[config.mk]
export PLATFORM = sky130hd
export DESIGN_NAME = eaglesong_absorb_ctrl
export DESIGN_NICKNAME = d
export VERILOG_FILES = /design/src/rtl/eaglesong_absorb_ctrl.sv
export SDC_FILE = /design/constraint.sdc
export NUM_CORES = 2
export LEC_CHECK = 0
export ABC_AREA = 1
export ABC_CLOCK_PERIOD_IN_PS = 2050
export CORE_AREA = 3 3 603 605
export CTS_CLUSTER_SIZE = 20
export DETAILED_ROUTE_END_ITERATION = 10
export DIE_AREA = 0 0 606 608
export GPL_ROUTABILITY_DRIVEN = 0
export PLACE_DENSITY_LB_ADDON = 0.08
export SLEW_MARGIN = 25
export SYNTH_ARGS = -nofsm -noshare
export SYNTH_HDL_FRONTEND = slang
export SYNTH_HIERARCHICAL = 1
export SYNTH_SLANG_ARGS = --single-unit
[constraint.sdc]
create_clock -name clk_i -period 2.05 [get_ports clk_i]
set_clock_uncertainty 0.1 [all_clocks]
set_input_delay 0.3075 -clock clk_i [delete_from_list [all_inputs] [get_ports clk_i]]
set_output_delay 0.3075 -clock clk_i [all_outputs]
set_load 0.01 [all_outputs]
[src/rtl/eaglesong_absorb_ctrl.sv]
// Eaglesong sponge absorb sequencer: folds 256-bit message chunks into the rate words,
// drives an external permutation through start/done and presents words 0..7 as the digest.

module eaglesong_absorb_comb (
   input  logic [511:0] state_i,
   input  logic [255:0] input_val_i,
   input  logic [6:0]   input_len_i,
   input  logic [7:0]   absorb_round_num_i,
   output logic [511:0] state_o
);
   logic [31:0] acc;

   // Bytes shift in big-endian; the 0x06 delimiter lands right after the last byte and
   // nothing shifts in past it, so a partial word stays right-aligned.
   always_comb begin
      state_o = state_i;
      acc     = '0;
      for (int j = 0; j < 8; j++) begin
         acc = '0;
         for (int k = 0; k < 4; k++) begin
            if (7'(4*j+k) < input_len_i)
               acc = {acc[23:0], input_val_i[8*(4*j+k) +: 8]};
            else if (7'(4*j+k) == input_len_i)
               acc = {acc[23:0], 8'h06};
         end
         state_o[32*j +: 32] = (absorb_round_num_i == 8'd0) ? acc : (state_i[32*j +: 32] ^ acc);
      end
   end
endmodule

module eaglesong_absorb_ctrl (
   input  logic         clk_i,
   input  logic         rst_i,
   input  logic         msg_valid_i,
   output logic         msg_ready_o,
   input  logic [255:0] msg_data_i,
   input  logic [6:0]   msg_len_bytes_i,
   input  logic         msg_last_i,
   output logic         perm_start_o,
   output logic [511:0] perm_state_out_o,
   input  logic         perm_done_i,
   input  logic [511:0] perm_state_in_i,
   output logic         digest_valid_o,
   input  logic         digest_ready_i,
   output logic [255:0] digest_o,
   output logic         err_o
);
   typedef enum logic [2:0] {S_IDLE, S_PERM_REQ, S_PERM_WAIT, S_PAD, S_DONE} state_e;

   state_e       fsm_q, fsm_d;
   logic [511:0] st_q, st_d;
   logic [511:0] absorbed;
   logic [7:0]   cnt_q, cnt_d;
   logic         last_q, last_d, last_full_q, last_full_d, pad_q, pad_d, err_q, err_d;
   logic         msg_ready_q, perm_start_q, digest_valid_q;
   logic         accept, legal;

   eaglesong_absorb_comb u_comb (
      .state_i           (st_q),
      .input_val_i       (msg_data_i),
      .input_len_i       (msg_len_bytes_i),
      .absorb_round_num_i(cnt_q),
      .state_o           (absorbed)
   );

   assign legal  = (msg_len_bytes_i >= 7'd1) && (msg_len_bytes_i <= 7'd32) &&
                   (msg_last_i || (msg_len_bytes_i == 7'd32));
   assign accept = msg_ready_q && msg_valid_i;

   always_comb begin
      fsm_d       = fsm_q;
      st_d        = st_q;
      cnt_d       = cnt_q;
      last_d      = last_q;
      last_full_d = last_full_q;
      pad_d       = pad_q;
      err_d       = err_q;
      case (fsm_q)
         S_IDLE: begin
            if (accept) begin
               if (legal) begin
                  st_d        = absorbed;
                  cnt_d       = (cnt_q == 8'hFF) ? cnt_q : cnt_q + 8'd1;
                  last_d      = msg_last_i;
                  last_full_d = msg_last_i && (msg_len_bytes_i == 7'd32);
                  fsm_d       = S_PERM_REQ;
               end else begin
                  err_d = 1'b1;
               end
            end
         end
         S_PERM_REQ: fsm_d = S_PERM_WAIT;
         S_PERM_WAIT: begin
            if (perm_done_i) begin
               st_d = perm_state_in_i;
               if (!last_q)                  fsm_d = S_IDLE;
               else if (last_full_q && !pad_q) fsm_d = S_PAD;
               else                          fsm_d = S_DONE;
            end
         end
         S_PAD: begin
            // A full last chunk leaves no room for the delimiter, so it opens a fresh block.
            st_d[31:0] = st_q[31:0] ^ 32'h0600_0000;
            pad_d      = 1'b1;
            fsm_d      = S_PERM_REQ;
         end
         S_DONE: begin
            if (digest_ready_i) begin
               st_d        = '0;
               cnt_d       = '0;
               last_d      = 1'b0;
               last_full_d = 1'b0;
               pad_d       = 1'b0;
               fsm_d       = S_IDLE;
            end
         end
         default: fsm_d = S_IDLE;
      endcase
   end

   always_ff @(posedge clk_i) begin
      if (rst_i) begin
         fsm_q          <= S_IDLE;
         st_q           <= '0;
         cnt_q          <= '0;
         last_q         <= 1'b0;
         last_full_q    <= 1'b0;
         pad_q          <= 1'b0;
         err_q          <= 1'b0;
         msg_ready_q    <= 1'b0;
         perm_start_q   <= 1'b0;
         digest_valid_q <= 1'b0;
      end else begin
         fsm_q          <= fsm_d;
         st_q           <= st_d;
         cnt_q          <= cnt_d;
         last_q         <= last_d;
         last_full_q    <= last_full_d;
         pad_q          <= pad_d;
         err_q          <= err_d;
         msg_ready_q    <= (fsm_d == S_IDLE);
         perm_start_q   <= (fsm_d == S_PERM_REQ);
         digest_valid_q <= (fsm_d == S_DONE);
      end
   end

   assign msg_ready_o      = msg_ready_q;
   assign perm_start_o     = perm_start_q;
   assign digest_valid_o   = digest_valid_q;
   assign perm_state_out_o = st_q;
   assign err_o            = err_q;

   for (genvar i = 0; i < 8; i++) begin : g_dig
      assign digest_o[255-32*i -: 32] = st_q[32*i +: 32];
   end
endmodule

# [Yosys cells after proc, flatten, opt, wreduce, memory -nomap -nowiden]
# Cells that the tools add are included.
# Widths: inputs -> output; s select.
[totals] ff_bits=530 inputBits=781 out_inout_bits=772 wordCells=226
[classes] n_addsub=1 order_cmp=34 n_eq_ne=44 mux=98 bitwise_logic=12 reduce_logical=24
[ops] cell="$mux 32" count=64
[ops] cell="$pmux 480 s3" count=1
[ops] cell="$mux 512" count=2
[ops] cell="$mux 256" count=2
[ops] cell="$xor 32x32->32" count=8
[ops] cell="$pmux 32 s4" count=1
[ops] cell="$eq 5x7->1 const A" count=16
[ops] cell="$lt 5x7->1 const A" count=16
[ops] cell="$eq 4x7->1 const A" count=8
[ops] cell="$lt 4x7->1 const A" count=8
[ops] cell="$mux 3" count=14
[ops] cell="$mux 8" count=4
[ops] cell="$eq 3x7->1 const A" count=4
[ops] cell="$lt 3x7->1 const A" count=4
[ops] cell="$pmux 8 s2" count=1
[ops] cell="$pmux 3 s5" count=1
[ops] cell="$reduce_and 5->1" count=3
[ops] cell="$eq 2x7->1 const A" count=2
[ops] cell="$lt 1x7->1 const A" count=2
[ops] cell="$lt 2x7->1 const A" count=2
[ops] cell="$ne 2x2->1 const B" count=5
[ops] cell="$add 8x1->8 const B" count=1
[ops] cell="$eq 8x8->1 const B" count=1
[ops] cell="$logic_not 8->1" count=1
[ops] cell="other kinds (23)" count=42

# [Longest topological paths before layout]
[depth] ltp_word=14 ltp_mapped=17 ltp_nobuf=15

# [By module]
# The synthesis kept the hierarchy.
[by_module_without_submodules] module="eaglesong_absorb_ctrl" instances=1 cells_each=4459 area_per_inst_um2=29534.6 seq_area_each_um2=10610.2
[by_module_without_submodules] module="eaglesong_absorb_comb" instances=1 cells_each=2024 area_per_inst_um2=10402.5 seq_area_each_um2=0.0

# [Worst setup path before layout]
# OpenSTA, ideal clock, no wires.
[synth_path] path_type="reg-to-reg" startpoint="register cnt_q[2]" endpoint="register st_q[154] (netlist: perm_state_out_o[154])" setup_ns=0.070 arrival_time_ns=1.781 t_required_ns=1.880 slack_ns=0.099 path_stages_with_launch=11 n_path_buf=2 synth_period_minus_slack_ns=1.951 cell_sequence="dfxtp_1 > nor2_1 > nand4_1 > clkbuf_1 > buf_1 > nand2_1 > xnor2_1 > nand3_1 > nand2_1 > nand4_1 > a21oi_1"
[synth_between] elab_chain_len=5
[synth_rtl] item="start: declaration" line_no="53" text="logic [7:0] cnt_q, cnt_d;"
[synth_rtl] item="start signal: assignment" line_no="136" text="cnt_q <= cnt_d;"
[synth_rtl] item="$logic_not 8->1" line_no="26" text="state_o[32*j +: 32] = (absorb_round_num_i == 8'd0) ? acc : (state_i[32*j +: 32] ^ acc);"
[synth_rtl] item="$mux 32" line_no="26"
[synth_rtl] item="via absorbed[154]" line_no="52" text="logic [511:0] absorbed;"
[synth_rtl] item="$mux 256" line_no="81" text="if (legal) begin"
[synth_rtl] item="$mux 256" line_no="80" text="if (accept) begin"
[synth_rtl] item="$pmux 480 s3" line_no="78" text="case (fsm_q)"
[synth_rtl] item="end signal: assignment" line_no="135" text="st_q <= st_d;"
[synth_rtl] item="end: declaration" line_no="51" text="logic [511:0] st_q, st_d;"
# The timed path passes the listed nets, and every way through them passes these cells. The select of a mux whose other input is x is not followed.
# A chain may end at the register's enable or synchronous reset.

# [Worst setup path in the final report]
[layout_path] startpoint="register cnt_q[5]" endpoint="register st_q[107] (netlist: perm_state_out_o[107])"
# The elaborated chain is that of the path after synthesis.

==> impl_metrics.py <==
metrics = {
    "setup_path": {
        "worstRegToRegCells": 13,
        "critPathKind": "flip-flop to flip-flop",
        "start_kind": "flip-flop",
        "crit_cells": 13,
        "cp_max_fo": 9,
        "worstPathCellList": "nor2_2 -> nand4_1 -> buf_6 -> buf_16 -> buf_16 -> clkbuf_16 -> nand2_4 -> nand2_2 -> nand2_1 -> nand3_1 -> nand2_1 -> nand4_1 -> a21oi_1",
        "crit_path_max_incr_delay_ns": 0.32,
        "cpLargestDelayFamily": "simple AND/OR/NAND/NOR gates",
        "crit_slowest_cell": "dfxtp_2",
        "worstPathRequired_ns": 2.64,
        "cp.arrival_ns": 2.77,
        "endpoint_kind": "flip-flop",
        "path_buf_inv": 4,
    },
    "synthesis": {
        "synth.avg_cell_area_sq_um": 6.16,
        "synthCells": 6483,
        "ys_ff_latch": 530,
        "syn_area_sq_um": 39900,
        "ys_types": 41,
        "synthesis.nets": 7265,
        "ys_warn_count": 6,
        "ys_seq_area_frac": 0.266,
    },
    "die": {
        "core.rowCount": 220,
        "dieArea_sq_um": 368000,
        "io_pins": 1553,
        "die_h_um": 608,
        "initial_core_util": 0.111,
        "die_w_um": 606,
        "core-area_sq_um": 359000,
    },
    "routing": {
        "viasPerCell": 3.97,
        "wire_per_inst_um": 27.7,
        "ant_nets": 0,
        "vias": 51300,
        "drt-initial-drc-count": 3312,
        "drc_errors": 0,
        "wirelength_um": 358000,
        "dr.pass1.iters": 5,
    },
    "layout": {
        "area_delta_synth_final_pct": 82.0,
        "layout.nets": 8794,
        "layout-drive-gt1-share": 0.233,
        "final_util": 0.203,
    },
    "global_routing": {
        "track_usage": 0.180,
        "antenna_found_initial": 137,
        "grt_pass1_vias": 50700,
        "overflow": 0,
        "grt_pass1_wl_um": 464000,
        "grt_max_degree": 77,
    },
    "placed_design": {
        "place_ws_ns": -1.08,
        "place.detailed.hpwl_um": 264000,
        "portBuffers": 1552,
    },
    "power": {
        "finalPower_w": 0.0351,
        "power_density_nw_per_um2": 482,
        "ir_drop_v": 0.000578,
        "leakagePower_nw": 31.6,
    },
    "run": {
        "maxCapViolCount": 0,
    },
    "timing": {
        "tns_ns": -14.35,
        "finalHoldViolations": 0,
        "relSlewSlack": 0.429,
        "setup_viol": 326,
        "fmax_mhz": 459,
        "worstMarginPinSlew_ns": 0.853,
        "fin_crit_sh": 1.06,
        "slew_violations": 0,
        "rsz0062_at_grt": "true",
        "setup_slack_ns": -0.131,
        "layout_min_cycle_time_ns": 2.18,
    },
    "cts": {
        "htree_levels": 3,
        "clkTransAtPathRegs_ns": 0.06,
        "cts-root-buf": "clkbuf_16",
        "cts_buffer_depth": 4,
        "cts.sinks": 530,
        "clk_latency_ns": 0.83,
        "cts_inserted_buffers": 94,
        "cts_tree": "yes",
    },
    "status": {
        "violations": "negative setup slack",
        "status": "complete, but fails checks",
    },
    "hold_path": {
        "hold_class": "primary input to flip-flop",
        "worstHoldPathCells": 5,
    },
}
## worst paths after layout
kind | startpoint | to | slack [ns]
max | cnt_q[5] | perm_state_out_o[107] | -0.13
min reg2reg | pad_q | pad_q | 0.36
min | perm_state_in_i[462] | perm_state_out_o[462] | 0.10
max reg2reg | cnt_q[5] | perm_state_out_o[107] | -0.13
## worst register-to-register path: cells and delay by family, from the launching register on
family          cells  cell delay, ns
buf+inv             4            0.73
flops               1            0.32
simple gates        8            0.73
compound gates      1            0.16
## per-layer routing
layer	wire, um	track usage	vias to the layer above
li1	-	-	24000
met1	145000	0.212	25100
met2	183000	0.327	1624
met3	21100	0.0404	433
met4	8530	0.0431	60
met5	373	0	-
## layout by cell type (no fill, tap or decap), types with 136 or more instances in the layout
cell type / n
dfxtp_2: 140
dfxtp_1: 324
inv_1: 252
nor2_1: 136
dlygate4sd2_1: 482
a21oi_1: 390
clkdlybuf4s15_2: 142
clkdlybuf4s50_1: 776
nand2_1: 2080
nand4_1: 542
clkbuf_16: 138
nand3_1: 681
buf_12: 216
dlygate4sd3_1: 164
nand2_2: 146
buf_4: 397
## final cells by class
class / instances / area, sq um
clock inverter: 25 / 317
multi-input combinational: 4634 / 23900
inverter: 274 / 1090
timing repair buffer: 2478 / 27600
fill: 40500 / 286000
tap: 4773 / 5970
sequential: 530 / 11000
clock buffer: 136 / 2670
antenna: 52 / 130
## what timing repair did
item                                    4_1_cts  5_1_grt
cloned                                       43       50
pin swaps                                    89      332
hold endpoints to repair                    236        0
hold buffers                                164        0
endpoints found under the setup margin     1257      541
resized for setup                          1852      528
setup buffers                                77       74
## per-stage QoR
stage | cell area, sq um | instances | hold slack (ns)
finish | 72700 | 12900 | 0.101
CTS | 69000 | 12700 | 0.000968
floorplan | 39900 | 6483 | 0.340
detailed placement | 61600 | 12300 | 0.355
global route | 72600 | 12900 | 0.0612
global placement | 61600 | 12300 | 0.354
## state kept, by name, summed over array words and instances, names as in the netlist
signal            count
pad_q                 1
cnt_q                 8
last_full_q           1
perm_state_out_o    512
perm_start_o          1
fsm_q                 3
msg_ready_o           1
err_o                 1
digest_valid_o        1
last_q                1
## power by group
part           internal, W  switching [W]
Sequential          0.0104       0.000218
Combinational      0.00389        0.00406
Clock              0.00983        0.00669
## Yosys cell counts (all sizes together)
cell type	n	area share
nand2	2348	0.22
buf	863	0.15
nand3	701	0.088
nand4	542	0.085
dfxtp	530	0.27
a21oi	526	0.066
inv	274	0.026
clkbuf	182	0.017
nor2	167	0.018
xor2	115	0.025
o21ai	85	0.011
xnor2	64	0.014
or2	36	0.0056
nand3b	23	0.0043
o211ai	12	0.0023
o22ai	5	0.00078
nor3	4	0.00063
o21bai	2	0.00038
a21o	1	0.00019
a41oi	1	0.00022
ha	1	0.00031
o21a	1	0.00019
## cells by family (layout without fill, tap and decap cells)
family                   Yosys count  after routing  synth area share
XOR/XNOR                         179            179            0.0393
AND/OR/NAND/NOR                 3821           3821             0.425
other                              0             52                 0
AO/OA/AOI/OAI                    633            633            0.0819
adder cells (fa/ha/maj)            1              1          0.000313
buffers and inverters           1319           2913             0.188
flip-flops                       530            530             0.266
(Power assumes the default switching activity.)
